--- config.mk ---
export PLATFORM = sky130hd
export DESIGN_NAME = crc_frame_serializer_flat
export DESIGN_NICKNAME = d
export VERILOG_FILES = /design/src/rtl/crc_frame_serializer_if.sv /design/src/rtl/crc_frame_serializer.sv /design/src/flat_wrapper.sv
export SDC_FILE = /design/constraint.sdc
export NUM_CORES = 1
export LEC_CHECK = 0
export CAP_MARGIN = 10
export CELL_PAD_IN_SITES_DETAIL_PLACEMENT = 1
export CELL_PAD_IN_SITES_GLOBAL_PLACEMENT = 2
export CORE_ASPECT_RATIO = 2
export CORE_MARGIN = 2
export CORE_UTILIZATION = 31
export CTS_CLUSTER_DIAMETER = 50
export CTS_CLUSTER_SIZE = 24
export DETAILED_ROUTE_END_ITERATION = 16
export PLACE_DENSITY_LB_ADDON = 0.1
export SYNTH_ARGS = -nofsm -noshare
export SYNTH_HDL_FRONTEND = slang
export SYNTH_SLANG_ARGS = --single-unit
export TNS_END_PERCENT = 100
--- constraint.sdc ---
create_clock -name CLK -period 2.2 [get_ports CLK]
set_input_delay 0.44 -clock CLK [delete_from_list [all_inputs] [get_ports CLK]]
set_output_delay 0.44 -clock CLK [all_outputs]
set_load 0.03 [all_outputs]
--- src/rtl/crc_frame_serializer_if.sv ---
// Handshake and serial-link bundle for crc_frame_serializer.
// slave is the serializer side; master is the feeder/CRC-generator side.
interface crc_frame_serializer_if #(
  parameter int unsigned DATA_WIDTH = 8
) ();

  logic [DATA_WIDTH-1:0] P_DATA;
  logic                  P_VALID;
  logic                  P_READY;
  logic                  DATA;
  logic                  ACTIVE;
  logic                  CRC_VALID;
  logic                  BUSY;
  logic                  FRAME_DONE;
  logic                  TIMEOUT_ERR;

  modport slave (
    input  P_DATA,
    input  P_VALID,
    input  CRC_VALID,
    output P_READY,
    output DATA,
    output ACTIVE,
    output BUSY,
    output FRAME_DONE,
    output TIMEOUT_ERR
  );

  modport master (
    output P_DATA,
    output P_VALID,
    output CRC_VALID,
    input  P_READY,
    input  DATA,
    input  ACTIVE,
    input  BUSY,
    input  FRAME_DONE,
    input  TIMEOUT_ERR
  );

endinterface

--- src/rtl/crc_frame_serializer.sv ---
// Serializes one parallel word per frame LSB-first, then holds off the next word until the
// downstream CRC generator has finished its CRC shift-out (or a drain timeout expires).
module crc_frame_serializer #(
  parameter int unsigned DATA_WIDTH    = 8,
  parameter int unsigned DRAIN_TIMEOUT = 64
) (
  input  logic                     CLK,
  input  logic                     RST,
  crc_frame_serializer_if.slave    bus
);

  localparam int unsigned CntW = (DATA_WIDTH > 1) ? $clog2(DATA_WIDTH) : 1;
  localparam int unsigned TmoW = $clog2(DRAIN_TIMEOUT);

  typedef enum logic [1:0] {StIdle, StShift, StDrain} state_e;

  state_e                state_q, state_d;
  logic [DATA_WIDTH-1:0] sr_q, sr_d;
  logic [CntW-1:0]       bit_cnt_q, bit_cnt_d;
  logic [TmoW-1:0]       tmo_cnt_q, tmo_cnt_d;
  logic                  seen_q, seen_d;
  logic                  p_ready_q, p_ready_d;
  logic                  data_q, data_d;
  logic                  active_q, active_d;
  logic                  busy_q, busy_d;
  logic                  done_q, done_d;
  logic                  tmo_err_q, tmo_err_d;

  always_comb begin
    state_d   = state_q;
    sr_d      = sr_q;
    bit_cnt_d = bit_cnt_q;
    tmo_cnt_d = tmo_cnt_q;
    seen_d    = seen_q;
    p_ready_d = p_ready_q;
    data_d    = data_q;
    active_d  = active_q;
    busy_d    = busy_q;
    done_d    = 1'b0;
    tmo_err_d = 1'b0;

    unique case (state_q)
      StIdle: begin
        p_ready_d = 1'b1;
        // Bit 0 goes straight out on the accept edge; the rest wait in sr_q.
        if (bus.P_VALID && p_ready_q) begin
          sr_d      = bus.P_DATA >> 1;
          bit_cnt_d = '0;
          data_d    = bus.P_DATA[0];
          active_d  = 1'b1;
          p_ready_d = 1'b0;
          busy_d    = 1'b1;
          state_d   = StShift;
        end
      end

      StShift: begin
        if (bit_cnt_q == CntW'(DATA_WIDTH - 1)) begin
          active_d  = 1'b0;
          data_d    = 1'b0;
          tmo_cnt_d = '0;
          seen_d    = 1'b0;
          state_d   = StDrain;
        end else begin
          data_d    = sr_q[0];
          sr_d      = sr_q >> 1;
          bit_cnt_d = bit_cnt_q + CntW'(1);
        end
      end

      StDrain: begin
        if (bus.CRC_VALID) begin
          seen_d = 1'b1;
        end
        // Falling CRC_VALID wins over a timeout landing on the same edge.
        if (seen_q && !bus.CRC_VALID) begin
          done_d    = 1'b1;
          p_ready_d = 1'b1;
          busy_d    = 1'b0;
          state_d   = StIdle;
        end else if (tmo_cnt_q == TmoW'(DRAIN_TIMEOUT - 1)) begin
          tmo_err_d = 1'b1;
          p_ready_d = 1'b1;
          busy_d    = 1'b0;
          state_d   = StIdle;
        end else begin
          tmo_cnt_d = tmo_cnt_q + TmoW'(1);
        end
      end

      default: state_d = StIdle;
    endcase
  end

  always_ff @(posedge CLK) begin
    if (RST) begin
      state_q   <= StIdle;
      sr_q      <= '0;
      bit_cnt_q <= '0;
      tmo_cnt_q <= '0;
      seen_q    <= 1'b0;
      p_ready_q <= 1'b0;
      data_q    <= 1'b0;
      active_q  <= 1'b0;
      busy_q    <= 1'b0;
      done_q    <= 1'b0;
      tmo_err_q <= 1'b0;
    end else begin
      state_q   <= state_d;
      sr_q      <= sr_d;
      bit_cnt_q <= bit_cnt_d;
      tmo_cnt_q <= tmo_cnt_d;
      seen_q    <= seen_d;
      p_ready_q <= p_ready_d;
      data_q    <= data_d;
      active_q  <= active_d;
      busy_q    <= busy_d;
      done_q    <= done_d;
      tmo_err_q <= tmo_err_d;
    end
  end

  assign bus.P_READY     = p_ready_q;
  assign bus.DATA        = data_q;
  assign bus.ACTIVE      = active_q;
  assign bus.BUSY        = busy_q;
  assign bus.FRAME_DONE  = done_q;
  assign bus.TIMEOUT_ERR = tmo_err_q;

endmodule
--- src/flat_wrapper.sv ---
// flat-port wrapper written by rule: the top's interface ports become plain ports
module crc_frame_serializer_flat 
#(
  parameter int unsigned DATA_WIDTH    = 8,
  parameter int unsigned DRAIN_TIMEOUT = 64
)
  (CLK, RST, bus_P_DATA, bus_P_VALID, bus_CRC_VALID, bus_P_READY, bus_DATA, bus_ACTIVE, bus_BUSY, bus_FRAME_DONE, bus_TIMEOUT_ERR);
  crc_frame_serializer_if #(.DATA_WIDTH(DATA_WIDTH)) bus_i ();
  input  logic CLK;
  input  logic RST;
  input wire logic [$bits(bus_i.P_DATA)-1:0] bus_P_DATA;
  input wire logic [$bits(bus_i.P_VALID)-1:0] bus_P_VALID;
  input wire logic [$bits(bus_i.CRC_VALID)-1:0] bus_CRC_VALID;
  output wire logic [$bits(bus_i.P_READY)-1:0] bus_P_READY;
  output wire logic [$bits(bus_i.DATA)-1:0] bus_DATA;
  output wire logic [$bits(bus_i.ACTIVE)-1:0] bus_ACTIVE;
  output wire logic [$bits(bus_i.BUSY)-1:0] bus_BUSY;
  output wire logic [$bits(bus_i.FRAME_DONE)-1:0] bus_FRAME_DONE;
  output wire logic [$bits(bus_i.TIMEOUT_ERR)-1:0] bus_TIMEOUT_ERR;
  assign bus_i.P_DATA = bus_P_DATA;
  assign bus_i.P_VALID = bus_P_VALID;
  assign bus_i.CRC_VALID = bus_CRC_VALID;
  assign bus_P_READY = bus_i.P_READY;
  assign bus_DATA = bus_i.DATA;
  assign bus_ACTIVE = bus_i.ACTIVE;
  assign bus_BUSY = bus_i.BUSY;
  assign bus_FRAME_DONE = bus_i.FRAME_DONE;
  assign bus_TIMEOUT_ERR = bus_i.TIMEOUT_ERR;
  crc_frame_serializer #(.DATA_WIDTH(DATA_WIDTH), .DRAIN_TIMEOUT(DRAIN_TIMEOUT)) u_core (.CLK(CLK), .RST(RST), .bus(bus_i));
endmodule
==> metrics.txt <==
run status completed; HPWL after detailed placement 2.48 mm; die outline width 48.0 um; Tmin final 1.86 ns; final total power 926 uW; Routed WL per cell 14.3 um; Port Buffers 17; clock latency on the worst-skew pair 0.27 ns; TritonCTS buffer count 3; Num Clock Sinks 25; Max Root-Sink Buffers 2; Antenna Diode Count 0; number of hold-repair buffers added at the cts stage 0; post-route fraction of the period consumed by the critical path 0.845; Crit Path Category reg -> out; most area-hungry cell type in the Yosys netlist dfxtp_1; most numerous cell in the Yosys netlist dfxtp_1; startpoint type of the worst setup path flip-flop; power density of the placed cells 617 nW/um^2; worst stage delay on the critical path 0.71 ns; initial core utilization 0.316; unrepaired setup endpoints after global routing no; number of detailed-route iterations in the first pass 4; summed negative setup slack over all endpoints 0 ns; largest net degree at the start of global routing 21; Area Growth Syn to Fin 24.8%; Max stage delay cell, worst path clkdlybuf4s50_1; share of final-layout standard cells stronger than drive strength 1 0.0970; std cell rows 32; Worst slew margin 0.742; post_cts resized 0; Core Box Area 3800 um^2; number of buffer and inverter stages on the critical path 1; number of synthesized flops with an enable pin 0; primary flip-flop cell chosen by synthesis mapping dfxtp_1; post-CTS clock slew at the launch and capture registers of the worst setup and hold paths 0.09 ns; Post-Syn Instances 143; syn avg cell area 8.41 um^2; final weighted congestion in routability-driven placement 0.694; number of filler cells placed in the layout 475; Post-Syn Nets 158; postcts setup bufs 0; Max Freq 0.538 GHz; CTS H-tree depth 1; Nets 181; transition time at the pin with the least slew margin 0.386 ns; Via-to-Cell Ratio 5.03; vias in the first global route 1178; ports placed on the boundary 18; Final Routed Wirelength 3.10 mm; global-route wire length before repair 5.23 mm; number of antenna violations at the first check in global routing 0; portion of the post-synthesis area used by sequential elements 0.416; Unique masters post-synth 35; register bit total from synthesis 25; vertical die dimension 92.1 um; CTS tree yes; max-cap viol count 0; kind of capture point of the worst setup path output port; final count of negative-setup-slack endpoints 0; Post-synth top cells dfxtp_1, nand2_1, nor2_1; cell-by-cell listing of the critical path clkdlybuf4s50_1; top area cells in the synthesized netlist dfxtp_1, nand2_1, a21oi_1; data required time at the worst endpoint 1.76 ns; number of design rule violations left after detail routing 0; top cell type's share of synthesized area 0.416; VDD IR max 332 uV; Iter 0 DRT Violations 9; clock root buffer clkbuf_8; post-detailed-route count of antenna-violating nets 0; post-synthesis instance area 1200 um^2; Final Hold Violating Endpoints 0; vias after detailed routing 1086; Min-Delay Path Class reg -> reg; leakage component of the power 0.000550 uW; async set-or-reset flop fraction in the synthesized netlist 0; area of the die 4420 um^2; Final Slew Violations 0; global router's overall resource usage 0.160; Worst Clk Skew 0.00776 ns; Critical Path Fanout Max 7; GRT overflow 0; Warnings, synthesis 0; crit path DAT 1.42 ns; family with the most delay on the worst path buffers and inverters
==> cells in the final DEF, fill, tap and decap left out, types with 2 or more instances in the layout <==
cell / netlist / layout
a21o_1: 2 / 2
a21oi_1: 14 / 14
a221o_1: 3 / 3
a22oi_1: 2 / 2
a311oi_1: 6 / 6
buf_4: 3 / 7
clkbuf_8: 0 / 3
clkdlybuf4s50_1: 0 / 17
dfxtp_1: 25 / 25
ha_1: 3 / 3
inv_1: 4 / 4
mux2i_1: 2 / 2
nand2_1: 21 / 21
nand2b_1: 7 / 7
nand3_1: 5 / 5
nor2_1: 17 / 17
nor2b_1: 5 / 5
nor3b_1: 2 / 2
o21ai_0: 3 / 3
o22a_1: 2 / 2
==> where the power goes <==
group,internal [uW],leakage (uW),switching [uW],total [uW]
registers,478,0.000204,17.2,495
clock network,126,0.0000255,146,272
logic,74.5,0.000320,85.0,159
total,679,0.000550,248,926
==> cell families (layout without fill, tap and decap cells) <==
kind of cell / Yosys count / in the layout / synth area share
AO/OA/AOI/OAI: 39 / 39 / 0.236
adder cells (fa/ha/maj): 3 / 3 / 0.0312
buffers and inverters: 10 / 32 / 0.0416
flip-flops: 25 / 25 / 0.416
multiplexers: 2 / 2 / 0.0166
AND/OR/NAND/NOR: 64 / 64 / 0.258
==> cell type report <==
type                       count  area [um^2]  share of cell area
clock buffer                   3         41.3              0.0275
clock inverter                 1         5.00             0.00334
inverter                       4         15.0              0.0100
multi-input combinational    108          652               0.435
sequential                    25          500               0.334
tap                           51         63.8              0.0425
timing repair buffer          24          223               0.148
==> sequential cells by signal, summed over array words and instances (netlist names), 2 cells and up <==
signal            cells
u_core.bit_cnt_q      3
u_core.sr_q           7
u_core.tmo_cnt_q      6
u_core.state_q        2
==> per-stage QoR <==
step / worst slack [ns] / instances / util / hold slack, ns / instance area [um^2]
2_1_floorplan: 0.480 / 143 / - / 0.450 / 1200
3_3_place_gp: 0.267 / 212 / 0.382 / 0.460 / 1450
3_5_place_dp: 0.263 / 212 / 0.382 / 0.472 / 1450
4_1_cts: 0.333 / 216 / 0.394 / 0.485 / 1500
5_1_grt: 0.254 / 216 / 0.394 / 0.510 / 1500
6_report: 0.340 / 216 / 0.394 / 0.479 / 1500
==> path summary, 6_finish.rpt <==
kind,start,endpoint,slack [ns],depth (start not counted)
worst max-delay path,u_core.bus.P_READY,bus_P_READY,0.34,1
worst min-delay path,u_core.sr_q[5],u_core.sr_q[4],0.48,2
worst max register to register,u_core.tmo_cnt_q[0],u_core.tmo_cnt_q[2],0.46,5
worst min register to register,u_core.sr_q[5],u_core.sr_q[4],0.48,2
==> routing by layer <==
metal  part of all wire  track usage  vias to the layer above
li1                   -            -                      549
met1               0.36        0.162                      524
met2               0.61        0.311                       11
met3              0.017       0.0118                        2
met4             0.0081       0.0405                        0
met5                  0            0                        -
Power figures use the tool's default switching activity.
